File: src/rtl/sid_env_pkg.sv
// sid_env_pkg -- shared definitions for the multi-channel SID envelope slice.
//   * one-hot stage encodings (ATT / DEC_SUS / REL)
//   * SID register layout: per-voice stride and control/AD/SR offsets
//   * cntMaxOf : rate nibble -> prescaler reload value
//   * divMaxOf : envelope level -> exponential divider reload (breakpoints)
//   * seqState_t : sweep sequencer states
package sid_env_pkg;

  localparam logic [2:0] ATT     = 3'b001;
  localparam logic [2:0] DEC_SUS = 3'b010;
  localparam logic [2:0] REL     = 3'b100;

  localparam int VOICE_STRIDE = 7;
  localparam int REG_CTRL     = 4;
  localparam int REG_AD       = 5;
  localparam int REG_SR       = 6;

  localparam int CNT_W = 15;
  localparam int DIV_W = 5;

  typedef enum logic {
    SEQ_IDLE,
    SEQ_BUSY
  } seqState_t;

  // Sweeps between envelope ticks minus one, indexed by the 4-bit rate.
  function automatic logic [CNT_W-1:0] cntMaxOf(input logic [3:0] rate);
    case (rate)
      4'h0:    return 15'd8;
      4'h1:    return 15'd31;
      4'h2:    return 15'd62;
      4'h3:    return 15'd94;
      4'h4:    return 15'd148;
      4'h5:    return 15'd219;
      4'h6:    return 15'd266;
      4'h7:    return 15'd312;
      4'h8:    return 15'd391;
      4'h9:    return 15'd976;
      4'hA:    return 15'd1953;
      4'hB:    return 15'd3125;
      4'hC:    return 15'd3906;
      4'hD:    return 15'd11719;
      4'hE:    return 15'd19531;
      default: return 15'd31250;
    endcase
  endfunction

  // Piecewise-exponential slope: the divider reload changes only when the
  // envelope crosses one of the breakpoint levels, otherwise it is kept.
  function automatic logic [DIV_W-1:0] divMaxOf(input logic [7:0]       env,
                                                input logic [DIV_W-1:0] cur);
    case (env)
      8'hFF:   return 5'd0;
      8'h5D:   return 5'd1;
      8'h36:   return 5'd3;
      8'h1A:   return 5'd7;
      8'h0E:   return 5'd15;
      8'h06:   return 5'd29;
      8'h00:   return 5'd0;
      default: return cur;
    endcase
  endfunction

endpackage

File: src/rtl/sid_env_mc_if.sv
// sid_env_mc_if -- register bus between the CPU side and sid_env_mc.
//   iWE    write strobe, sampled on posedge clk
//   iAddr  register address (ADDR_W bits)
//   iData  write data
//   oData  registered envelope readback (ENV3-style)
// Modports: master (bus owner / CPU side), slave (envelope block).
interface sid_env_mc_if #(
  parameter int ADDR_W = 5
);
  logic              iWE;
  logic [ADDR_W-1:0] iAddr;
  logic [7:0]        iData;
  logic [7:0]        oData;

  modport master (output iWE, iAddr, iData, input oData);
  modport slave  (input iWE, iAddr, iData, output oData);
endinterface

File: src/rtl/sid_env_step.sv
// sid_env_step -- combinational next state of one envelope voice.
// Inputs : env, stage, cnt, div, divMax (current voice state),
//          gate, att, dec, sus, rel (current voice registers).
// Outputs: envN, stageN, cntN, divN, divMaxN (state after this step).
// Build option: SID_ENV_EXP_EN enables the exponential divMax breakpoints;
// without it divMaxN is 0 and decay/release are linear.
module sid_env_step
  import sid_env_pkg::*;
(
  input  logic [7:0]       env,
  input  logic [2:0]       stage,
  input  logic [CNT_W-1:0] cnt,
  input  logic [DIV_W-1:0] div,
  input  logic [DIV_W-1:0] divMax,
  input  logic             gate,
  input  logic [3:0]       att,
  input  logic [3:0]       dec,
  input  logic [3:0]       sus,
  input  logic [3:0]       rel,
  output logic [7:0]       envN,
  output logic [2:0]       stageN,
  output logic [CNT_W-1:0] cntN,
  output logic [DIV_W-1:0] divN,
  output logic [DIV_W-1:0] divMaxN
);

  logic [3:0] rate;
  logic       tick;
  logic       divZero;
  logic       divTick;

  always_comb begin
    rate = att;
    if (stage == DEC_SUS)
      rate = dec;
    else if (stage == REL)
      rate = rel;

    tick    = (cnt == '0);
    divZero = (div == '0);
    divTick = tick & divZero;

    cntN = tick ? cntMaxOf(rate) : cnt - 1'b1;
    divN = div;
    if (tick)
      divN = divZero ? divMax : div - 1'b1;

    // A stage change always wins over an envelope update in the same step.
    envN   = env;
    stageN = stage;
    case (stage)
      ATT: begin
        if (!gate)
          stageN = REL;
        else if (env == 8'hFF)
          stageN = DEC_SUS;
        else if (tick)
          envN = env + 1'b1;
      end
      DEC_SUS: begin
        if (!gate)
          stageN = REL;
        else if (divTick && (env > {sus, sus}))
          envN = env - 1'b1;
      end
      default: begin
        // REL, and recovery from any non one-hot encoding.
        stageN = gate ? ATT : REL;
        if (!gate && divTick && (env != 8'h00))
          envN = env - 1'b1;
      end
    endcase

`ifdef SID_ENV_EXP_EN
    divMaxN = divMaxOf(env, divMax);
`else
    divMaxN = '0;
`endif
  end

endmodule

File: src/rtl/sid_env_mc.sv
// sid_env_mc -- time-multiplexed SID ADSR envelope generator for CHANNELS
// voices. A clkEn strobe starts a sweep that steps voice 0..CHANNELS-1 on
// consecutive clocks through one shared sid_env_step datapath.
// Ports:
//   clk       master clock
//   iRstN     asynchronous active-low reset
//   clkEn     1 MHz sweep strobe (one clk wide)
//   bus       sid_env_mc_if.slave: iWE/iAddr/iData writes, oData readback
//   oOut      packed envelopes, voice i at [8i+7:8i]
//   oDone     one-cycle pulse after the last voice step of a sweep
//   oOverrun  sticky flag: clkEn seen while a sweep was still running
// Build option: SID_ENV_EXP_EN selects exponential decay/release slopes.
module sid_env_mc
  import sid_env_pkg::*;
#(
  parameter int CHANNELS    = 3,
  parameter int BASE_ADDR   = 0,
  parameter int ADDR_W      = 5,
  parameter int READBACK_CH = 2
) (
  input  logic                  clk,
  input  logic                  iRstN,
  input  logic                  clkEn,
  sid_env_mc_if.slave           bus,
  output logic [8*CHANNELS-1:0] oOut,
  output logic                  oDone,
  output logic                  oOverrun
);

  localparam int             IDX_W    = (CHANNELS > 1) ? $clog2(CHANNELS) : 1;
  localparam logic [IDX_W-1:0] LAST_IDX = IDX_W'(CHANNELS - 1);

  function automatic logic [ADDR_W-1:0] voiceAddr(input int v, input int off);
    return ADDR_W'(BASE_ADDR + VOICE_STRIDE * v + off);
  endfunction

  // Voice registers
  logic [CHANNELS-1:0] gate;
  logic [3:0]          att [CHANNELS];
  logic [3:0]          dec [CHANNELS];
  logic [3:0]          sus [CHANNELS];
  logic [3:0]          rel [CHANNELS];

  // Voice envelope state
  logic [7:0]       envArr    [CHANNELS];
  logic [2:0]       stageArr  [CHANNELS];
  logic [CNT_W-1:0] cntArr    [CHANNELS];
  logic [DIV_W-1:0] divArr    [CHANNELS];
  logic [DIV_W-1:0] divMaxArr [CHANNELS];

  // Sequencer
  seqState_t        state, stateN;
  logic [IDX_W-1:0] idx, idxN;
  logic             stepEn;
  logic             lastStep;
  logic             overrunN;

  // Step datapath results
  logic [7:0]       envN;
  logic [2:0]       stageN;
  logic [CNT_W-1:0] cntN;
  logic [DIV_W-1:0] divN;
  logic [DIV_W-1:0] divMaxN;

  always_comb begin
    stateN   = state;
    idxN     = idx;
    stepEn   = 1'b0;
    lastStep = 1'b0;
    overrunN = oOverrun;
    case (state)
      SEQ_IDLE: begin
        if (clkEn) begin
          stateN = SEQ_BUSY;
          idxN   = '0;
        end
      end
      SEQ_BUSY: begin
        stepEn = 1'b1;
        if (clkEn)
          overrunN = 1'b1;
        if (idx == LAST_IDX) begin
          stateN   = SEQ_IDLE;
          idxN     = '0;
          lastStep = 1'b1;
        end else begin
          idxN = idx + 1'b1;
        end
      end
      default: begin
        stateN = SEQ_IDLE;
        idxN   = '0;
      end
    endcase
  end

  always_ff @(posedge clk or negedge iRstN) begin
    if (!iRstN) begin
      state    <= SEQ_IDLE;
      idx      <= '0;
      oDone    <= 1'b0;
      oOverrun <= 1'b0;
    end else begin
      state    <= stateN;
      idx      <= idxN;
      oDone    <= lastStep;
      oOverrun <= overrunN;
    end
  end

  // Register writes land on the same edge as a step, so a voice stepped in
  // the write cycle still sees the old value; the new one applies next sweep.
  always_ff @(posedge clk or negedge iRstN) begin
    if (!iRstN) begin
      gate <= '0;
      for (int v = 0; v < CHANNELS; v++) begin
        att[v] <= '0;
        dec[v] <= '0;
        sus[v] <= '0;
        rel[v] <= '0;
      end
    end else if (bus.iWE) begin
      for (int v = 0; v < CHANNELS; v++) begin
        if (bus.iAddr == voiceAddr(v, REG_CTRL))
          gate[v] <= bus.iData[0];
        if (bus.iAddr == voiceAddr(v, REG_AD)) begin
          att[v] <= bus.iData[7:4];
          dec[v] <= bus.iData[3:0];
        end
        if (bus.iAddr == voiceAddr(v, REG_SR)) begin
          sus[v] <= bus.iData[7:4];
          rel[v] <= bus.iData[3:0];
        end
      end
    end
  end

  sid_env_step uStep (
    .env     (envArr[idx]),
    .stage   (stageArr[idx]),
    .cnt     (cntArr[idx]),
    .div     (divArr[idx]),
    .divMax  (divMaxArr[idx]),
    .gate    (gate[idx]),
    .att     (att[idx]),
    .dec     (dec[idx]),
    .sus     (sus[idx]),
    .rel     (rel[idx]),
    .envN    (envN),
    .stageN  (stageN),
    .cntN    (cntN),
    .divN    (divN),
    .divMaxN (divMaxN)
  );

  always_ff @(posedge clk or negedge iRstN) begin
    if (!iRstN) begin
      for (int v = 0; v < CHANNELS; v++) begin
        envArr[v]    <= '0;
        stageArr[v]  <= REL;
        cntArr[v]    <= '0;
        divArr[v]    <= '0;
        divMaxArr[v] <= '0;
      end
    end else if (stepEn) begin
      envArr[idx]    <= envN;
      stageArr[idx]  <= stageN;
      cntArr[idx]    <= cntN;
      divArr[idx]    <= divN;
      divMaxArr[idx] <= divMaxN;
    end
  end

  always_ff @(posedge clk or negedge iRstN) begin
    if (!iRstN)
      bus.oData <= '0;
    else
      bus.oData <= envArr[READBACK_CH];
  end

  for (genvar v = 0; v < CHANNELS; v++) begin : gOut
    assign oOut[8*v +: 8] = envArr[v];
  end

endmodule

File: src/flat_wrapper.sv
// flat-port wrapper written by rule: the top's interface ports become plain ports
module sid_env_mc_flat import sid_env_pkg::*;
#(
  parameter int CHANNELS    = 3,
  parameter int BASE_ADDR   = 0,
  parameter int ADDR_W      = 5,
  parameter int READBACK_CH = 2
)
  (clk, iRstN, clkEn, oOut, oDone, oOverrun, bus_iWE, bus_iAddr, bus_iData, bus_oData);
  sid_env_mc_if #(.ADDR_W(ADDR_W)) bus_i ();
  input  logic clk;
  input  logic iRstN;
  input  logic clkEn;
  output logic [8*CHANNELS-1:0] oOut;
  output logic oDone;
  output logic oOverrun;
  input wire logic [$bits(bus_i.iWE)-1:0] bus_iWE;
  input wire logic [$bits(bus_i.iAddr)-1:0] bus_iAddr;
  input wire logic [$bits(bus_i.iData)-1:0] bus_iData;
  output wire logic [$bits(bus_i.oData)-1:0] bus_oData;
  assign bus_i.iWE = bus_iWE;
  assign bus_i.iAddr = bus_iAddr;
  assign bus_i.iData = bus_iData;
  assign bus_oData = bus_i.oData;
  sid_env_mc #(.CHANNELS(CHANNELS), .BASE_ADDR(BASE_ADDR), .ADDR_W(ADDR_W), .READBACK_CH(READBACK_CH)) u_core (.clk(clk), .iRstN(iRstN), .clkEn(clkEn), .bus(bus_i), .oOut(oOut), .oDone(oDone), .oOverrun(oOverrun));
endmodule
File: config.mk
export PLATFORM = sky130hd
export DESIGN_NAME = sid_env_mc_flat
export DESIGN_NICKNAME = d
export VERILOG_FILES = /design/src/rtl/sid_env_pkg.sv /design/src/rtl/sid_env_mc_if.sv /design/src/rtl/sid_env_step.sv /design/src/rtl/sid_env_mc.sv /design/src/flat_wrapper.sv
export SDC_FILE = /design/constraint.sdc
export NUM_CORES = 1
export LEC_CHECK = 0
export BUFFER_PORTS_ARGS = -buffer_cell sky130_fd_sc_hd__buf_2
export CORE_MARGIN = 3
export CORE_UTILIZATION = 55
export CTS_CLUSTER_DIAMETER = 120
export DETAILED_ROUTE_END_ITERATION = 6
export PLACE_DENSITY = 0.72
export SYNTH_ARGS = -nofsm -noshare
export SYNTH_HDL_FRONTEND = slang
export SYNTH_SLANG_ARGS = --single-unit
File: constraint.sdc
create_clock -name clk -period 6.9 [get_ports clk]
set_input_delay 0.69 -clock clk [delete_from_list [all_inputs] [get_ports clk]]
set_output_delay 0.69 -clock clk [all_outputs]
set_load 0.01 [all_outputs]
## Yosys cells after proc, flatten, opt, wreduce, memory -nomap -nowiden

Memory sizes are Yosys's and may differ from the RTL's.
Index checks and enable logic that the tools add are counted.
Widths: inputs -> output; s select.

- Memories: 1
- Register bits: 172
- Memory bits (read-only): 240
- Word-level logic and storage cells: 150

- $add $sub $neg: 5
- Mux-type cells: 67
- Bitwise logic cells: 5
- Equal/unequal tests: 15
- Order comparisons: 4
- Reduce and logical (&&, ||, !) cells: 18

Memories:

| memory | words | bits a word | read ports | clocked after memory_dff | write ports | RTL line | text |
|---|---|---|---|---|---|---|---|
| (no name shown) | 16 | 15 | 1 | 0 | 0 | sid_env_pkg.sv:28 | `case (rate)` |

Operators by type and width:

| cell | number |
|---|---|
| $mux 8 | 9 |
| $mux 15 | 4 |
| $bwmux 45 | 1 |
| $mux 4 | 10 |
| $mux 5 | 7 |
| $bmux 4 s2 | 4 |
| $bmux 15 s2 | 1 |
| $demux 15 s2 | 1 |
| $bwmux 24 | 1 |
| $mux 3 | 7 |
| $bmux 5 s2 | 2 |
| $reduce_and 2->1 | 10 |
| $bmux 8 s2 | 1 |
| $demux 8 s2 | 1 |
| $pmux 8 s2 | 1 |
| $and 15x15->15 | 1 |
| $bwmux 15 | 1 |
| $eq 5x3->1 const B | 3 |
| $eq 5x4->1 const B | 3 |
| $eq 5x5->1 const B | 3 |
| $logic_not 15->1 | 1 |
| $not 15->15 | 1 |
| $sub 15x1->15 const B | 1 |
| $demux 5 s2 | 1 |
| other kinds (30) | 39 |

## Longest topological paths before layout

- Word-level depth: 11
- Mapped depth: 20

## Cells and area by module

From an unflattened synthesis, not the netlist that was laid out.

- Cell total of the unflattened synthesis: 847
- Area total of the unflattened synthesis: 9556.7 um2

Modules (own cells, without submodules):

| module | sequential area each (um2) | times used | area an instance (um2) | cells each |
|---|---|---|---|---|
| sid_env_mc | 4307.9 | 1 | 7509.7 | 547 |
| sid_env_step | 0.0 | 1 | 2047.0 | 300 |

## Worst setup path after synthesis

No wires, ideal clock.

- Path type: flip-flop to flip-flop
- Start point: register u_core.idx[1]
- End point: register u_core.envArr, in the netlist u_core.oOut[14]
- Stages on the path, launching flop included: 19
- Arrival time: 3399 ps
- Slack: 3424 ps
- Required time: 6823 ps
- Buffers on the path: 7
- Cell sequence: dfrtp_1 buf_6 nor2b_4 buf_4 buf_4 buf_2 buf_2 buf_1 a21oi_1 ha_1 nor2b_1 o211ai_1 a21o_1 a211oi_2 a22oi_1 buf_4 nor4_1 o32ai_2 o21ai_1

- Word-level cells in the longest chain between the ends: 11

RTL lines:

| what | RTL line | text |
|---|---|---|
| from (decl) | sid_env_mc.sv:53 | `logic [IDX_W-1:0] idx, idxN;` |
| from (signal assigned) | sid_env_mc.sv:105 | `idx <= idxN;` |
| branches (longest 10 deep; another with $add 8x1->8) | - |  |
| $bwmux 24 * | sid_env_mc.sv:166 | `envArr[idx] <= envN;` |
| to (signal, indexed assignment) | sid_env_mc.sv:166 |  |
| to (decl) | sid_env_mc.sv:45 | `logic [7:0] envArr [CHANNELS];` |

Mark *: on every way between the ends. The select of a mux whose other input is x is not followed.
A chain may end at the register's enable or synchronous reset.

## Final worst setup path

- Start point: register u_core.idx[1]
- End point: register u_core.envArr, in the netlist u_core.oOut[22]

The elaborated chain is that of the path after synthesis.

==> results.md <==
* Status: finished clean
* Setup CP Type: reg -> reg
* DIE HEIGHT at 135 microns
* Syn_nets at 943
* I/O Buffers at 50
* DRC errors left at 0
* H-tree depth at 4
* CTS Hold Bufs at 0
* Element type at the critical path start: flop
* CP bufs+invs at 2
* Combinational share of power at 0.508
* Slew @ Worst Pin at 1.13 ns
* CP peak stage delay at 0.89 ns
* Post-DP HPWL at 13900 microns
* GP Congestion at 0.954
* GR Overflow Total at 0
* Worst R2R End: u_core.oOut[22]$_DFFE_PN0P_
* Mapped Area at 9160 sq um
* Avg Cell Area, Syn at 10.1 sq um
* Reg2Reg Launch Point: u_core.idx[1]$_DFFE_PN0P_
* Area of the multi-input gates at 4510 sq um
* Max rail drop VDD at 0.000325 V
* Placed insts at 1130
* Die Area at 18200 sq um
* CTS tree: done
* Power Density at 502 nW/um^2
* Detail Route Antenna Nets at 0
* Slew Viols, Final at 0
* Max clock buf depth at 2
* P_sw at 2.30 mW
* Crit end category: flop
* Post-CTS setup buffers at 0
* Sequential share of power at 0.301
* Clock root buffer: clkbuf_16
* Mapped Cells at 905
* First-pass GRT wire length at 34700 microns
* Pre-antenna DRT Iters at 5
* Fin. Hold Viols at 0
* N_diodes at 0
* R2R depth at 11
* Clock power frac at 0.191
* DRT Wirelength at 20700 microns
* Final Net Count at 971
* Post-synth EDFFs at 0
* Cell taking the most area after synthesis: dfrtp_1
* Initial Utilization at 0.568
* Max-cap check violation count at 0
* Number of fillers in the final layout at 1380
* Vias in the first global route at 6665
* Post-synth cell types at 81
* CP delay by family, top: simple AND/OR/NAND/NOR gates
* Crit path time final at 4.58 ns
* Clk_skew at 0.0100 ns
* Core Rows at 46
* Final period util at 0.664
* Max FO, Critical Path at 40
* Area Growth Syn to Fin at 9.97%
* Fmax at 0.218 GHz
* Core area at 16100 sq um
* Top FF cell, synth: dfrtp_1
* Vias/cell at 5.93
* Seq/Total Area, Yosys at 0.470
* Critical-path cell list: nor2b_4 > buf_4 > o2bb2ai_1 > inv_1 > ha_1 > nor4bb_1 > nand4_1 > o21ai_1 > o21ai_2 > o32ai_2 > o21ai_1
* Sw Share at 0.456
* Vias at 6889
* Largest net degree at the start of global routing at 105
* Post_cts resized at 0
* Boundary pin count at 51
* Reg area at 4310 sq um
* First DRT Iteration DRCs at 583
* Yosys reg bits at 172
* CP Depth at 11
* CP required at 7.20 ns
* Slew HR at 0.245
* Worst path arrival time at 4.88 ns
* Worst skew pair latency at 0.44 ns
* Internal Pwr Total at 2.75 mW
* Synth area leaders: dfrtp_1, mux2_2, mux2i_1, o21ai_0, nand2_1
* Top-area cell type share of the netlist area at 0.462
* CTS buffer count at 17
* CTS sink count at 172
* Routed len/inst at 17.8 microns
* Final setup viols at 0
* Crit-path slowest cell: dfrtp_4
* Worst hold path type: in -> async
* RSZ-0062 raised after global routing: false
* Share of cells above drive strength 1 at 0.182
* Most used cell, CP: o21ai_1
* Die Wd at 135 microns
* Non-filler cells, final at 1161
* Setup TNS at 0 ns
* Initial antenna violation count at 0
* Synth async-reset ratio at 1.00
* GR Util All Layers at 0.237
* Leak pwr at 4.41 nW
* R2R setup slack at 2.32 ns
* Yosys Warn Count at 0
* Clock transition at the registers of the reported paths at 0.07 ns
==> layout make-up <==
class,count,share of cell area
sequential,172,0.428
timing repair buffer,60,0.0329
clock buffer,17,0.0422
tap,216,0.0268
multi-input combinational,665,0.448
clock inverter,14,0.0158
inverter,17,0.00634
==> worst reg2reg max path, stage by stage, from the launching register on <==
cell and delay, ns:
dfrtp_4 0.89, nor2b_4 0.29, buf_4 0.36, o2bb2ai_1 0.24, inv_1 0.13, ha_1 0.22, nor4bb_1 0.33, nand4_1 0.81
o21ai_1 0.53, o21ai_2 0.17, o32ai_2 0.38, o21ai_1 0.10
==> Yosys cell counts, drive strengths merged, types with 3 or more instances <==
master,instances
a211oi,6
a21o,6
a21oi,40
a22oi,3
a2bb2oi,10
a31oi,13
and2,16
and3,3
buf,28
clkbuf,23
dfrtp,169
dfstp,3
ha,21
inv,16
mux2,51
mux2i,54
nand2,121
nand3,14
nand3b,8
nand4,8
nor2,53
nor3,13
nor3b,5
nor4,9
nor4b,4
o211ai,4
o21ai,110
o221ai,3
o22ai,3
o2bb2ai,24
o31ai,8
or3,3
xnor2,11
xor2,6
==> power by group through the flow <==
stage / registers, mW / logic [mW] / clock network, mW
global placement: 1.53 / 2.50 / 0
detailed placement: 1.54 / 2.53 / 0
CTS: 1.52 / 2.55 / 0.980
floorplan: 1.49 / 1.98 / 0
finish: 1.52 / 2.57 / 0.964
global route: 1.56 / 2.88 / 1.02
==> registers in the layout, summed over array words and instances, names as in the netlist <==
signal / flops
u_core.bus.oData: 8
u_core.idx: 2
u_core.rel: 12
u_core.stageArr: 9
u_core.divMaxArr: 15
u_core.sus: 12
u_core.gate: 3
u_core.oOverrun: 1
u_core.oOut: 24
u_core.state: 1
u_core.divArr: 15
u_core.oDone: 1
u_core.dec: 12
u_core.att: 12
u_core.cntArr: 45
==> logic make-up (layout without fill, tap and decap cells) <==
group                      Yosys count  after routing  synth area share
AOI/OAI and AO/OA                  252            252             0.182
xor gates and xnor gates            17             17            0.0163
and+or+nand+nor                    270            270             0.143
adders and majority gates           21             21            0.0287
buffers and inverters               68            108            0.0373
DFF                                172            172             0.470
muxes                              105            105             0.122
==> how the worst max path moves through the flow <==
stage,from,to,slack (ns)
floorplan,u_core.idx[1]$_DFFE_PN0P_,u_core.oOut[14]$_DFFE_PN0P_,3.42
global placement,u_core.idx[1]$_DFFE_PN0P_,u_core.oOut[22]$_DFFE_PN0P_,2.48
detailed placement,u_core.idx[1]$_DFFE_PN0P_,u_core.oOut[22]$_DFFE_PN0P_,2.43
CTS,u_core.idx[1]$_DFFE_PN0P_,u_core.oOut[22]$_DFFE_PN0P_,2.39
global route,u_core.idx[1]$_DFFE_PN0P_,u_core.cntArr[18]$_DFFE_PN0P_,2.02
finish,u_core.idx[1]$_DFFE_PN0P_,u_core.oOut[22]$_DFFE_PN0P_,2.32
==> routing by layer <==
layer  wire [microns]  GRT usage  vias up
met5                0          0        -
met4              217     0.0549        0
met3              773     0.0522       16
met2             9510      0.369      147
met1            10200      0.343     3381
li1                 -          -     3345
==> placed cells by master, fill, tap and decap left out, drive strengths merged, types with 6 or more instances in the layout <==
cell type,instances
nand3,14
a21o,6
ha,21
dfrtp,169
nand4,8
o21ai,110
inv,22
nand3b,8
clkbuf,17
xor2,6
nor4,9
nand2,121
a21oi,40
clkinv,6
o2bb2ai,24
a2bb2oi,10
and2,16
nor2,53
a31oi,13
mux2i,54
o31ai,8
nor3,13
buf,60
mux2,51
a211oi,6
xnor2,11
==> stage by stage <==
stage	area, sq um	total power [mW]	hold WS [ns]	utilization	setup slack, ns
finish	10100	5.06	0.356	0.625	2.32
global route	10100	5.46	0.438	0.625	2.02
CTS	10100	5.06	0.407	0.625	2.39
detailed placement	9490	4.07	0.414	0.589	2.43
global placement	9490	4.03	0.408	0.589	2.48
floorplan	9160	3.47	0.394	-	3.42
Note: power is estimated with default switching activity, not from simulation.
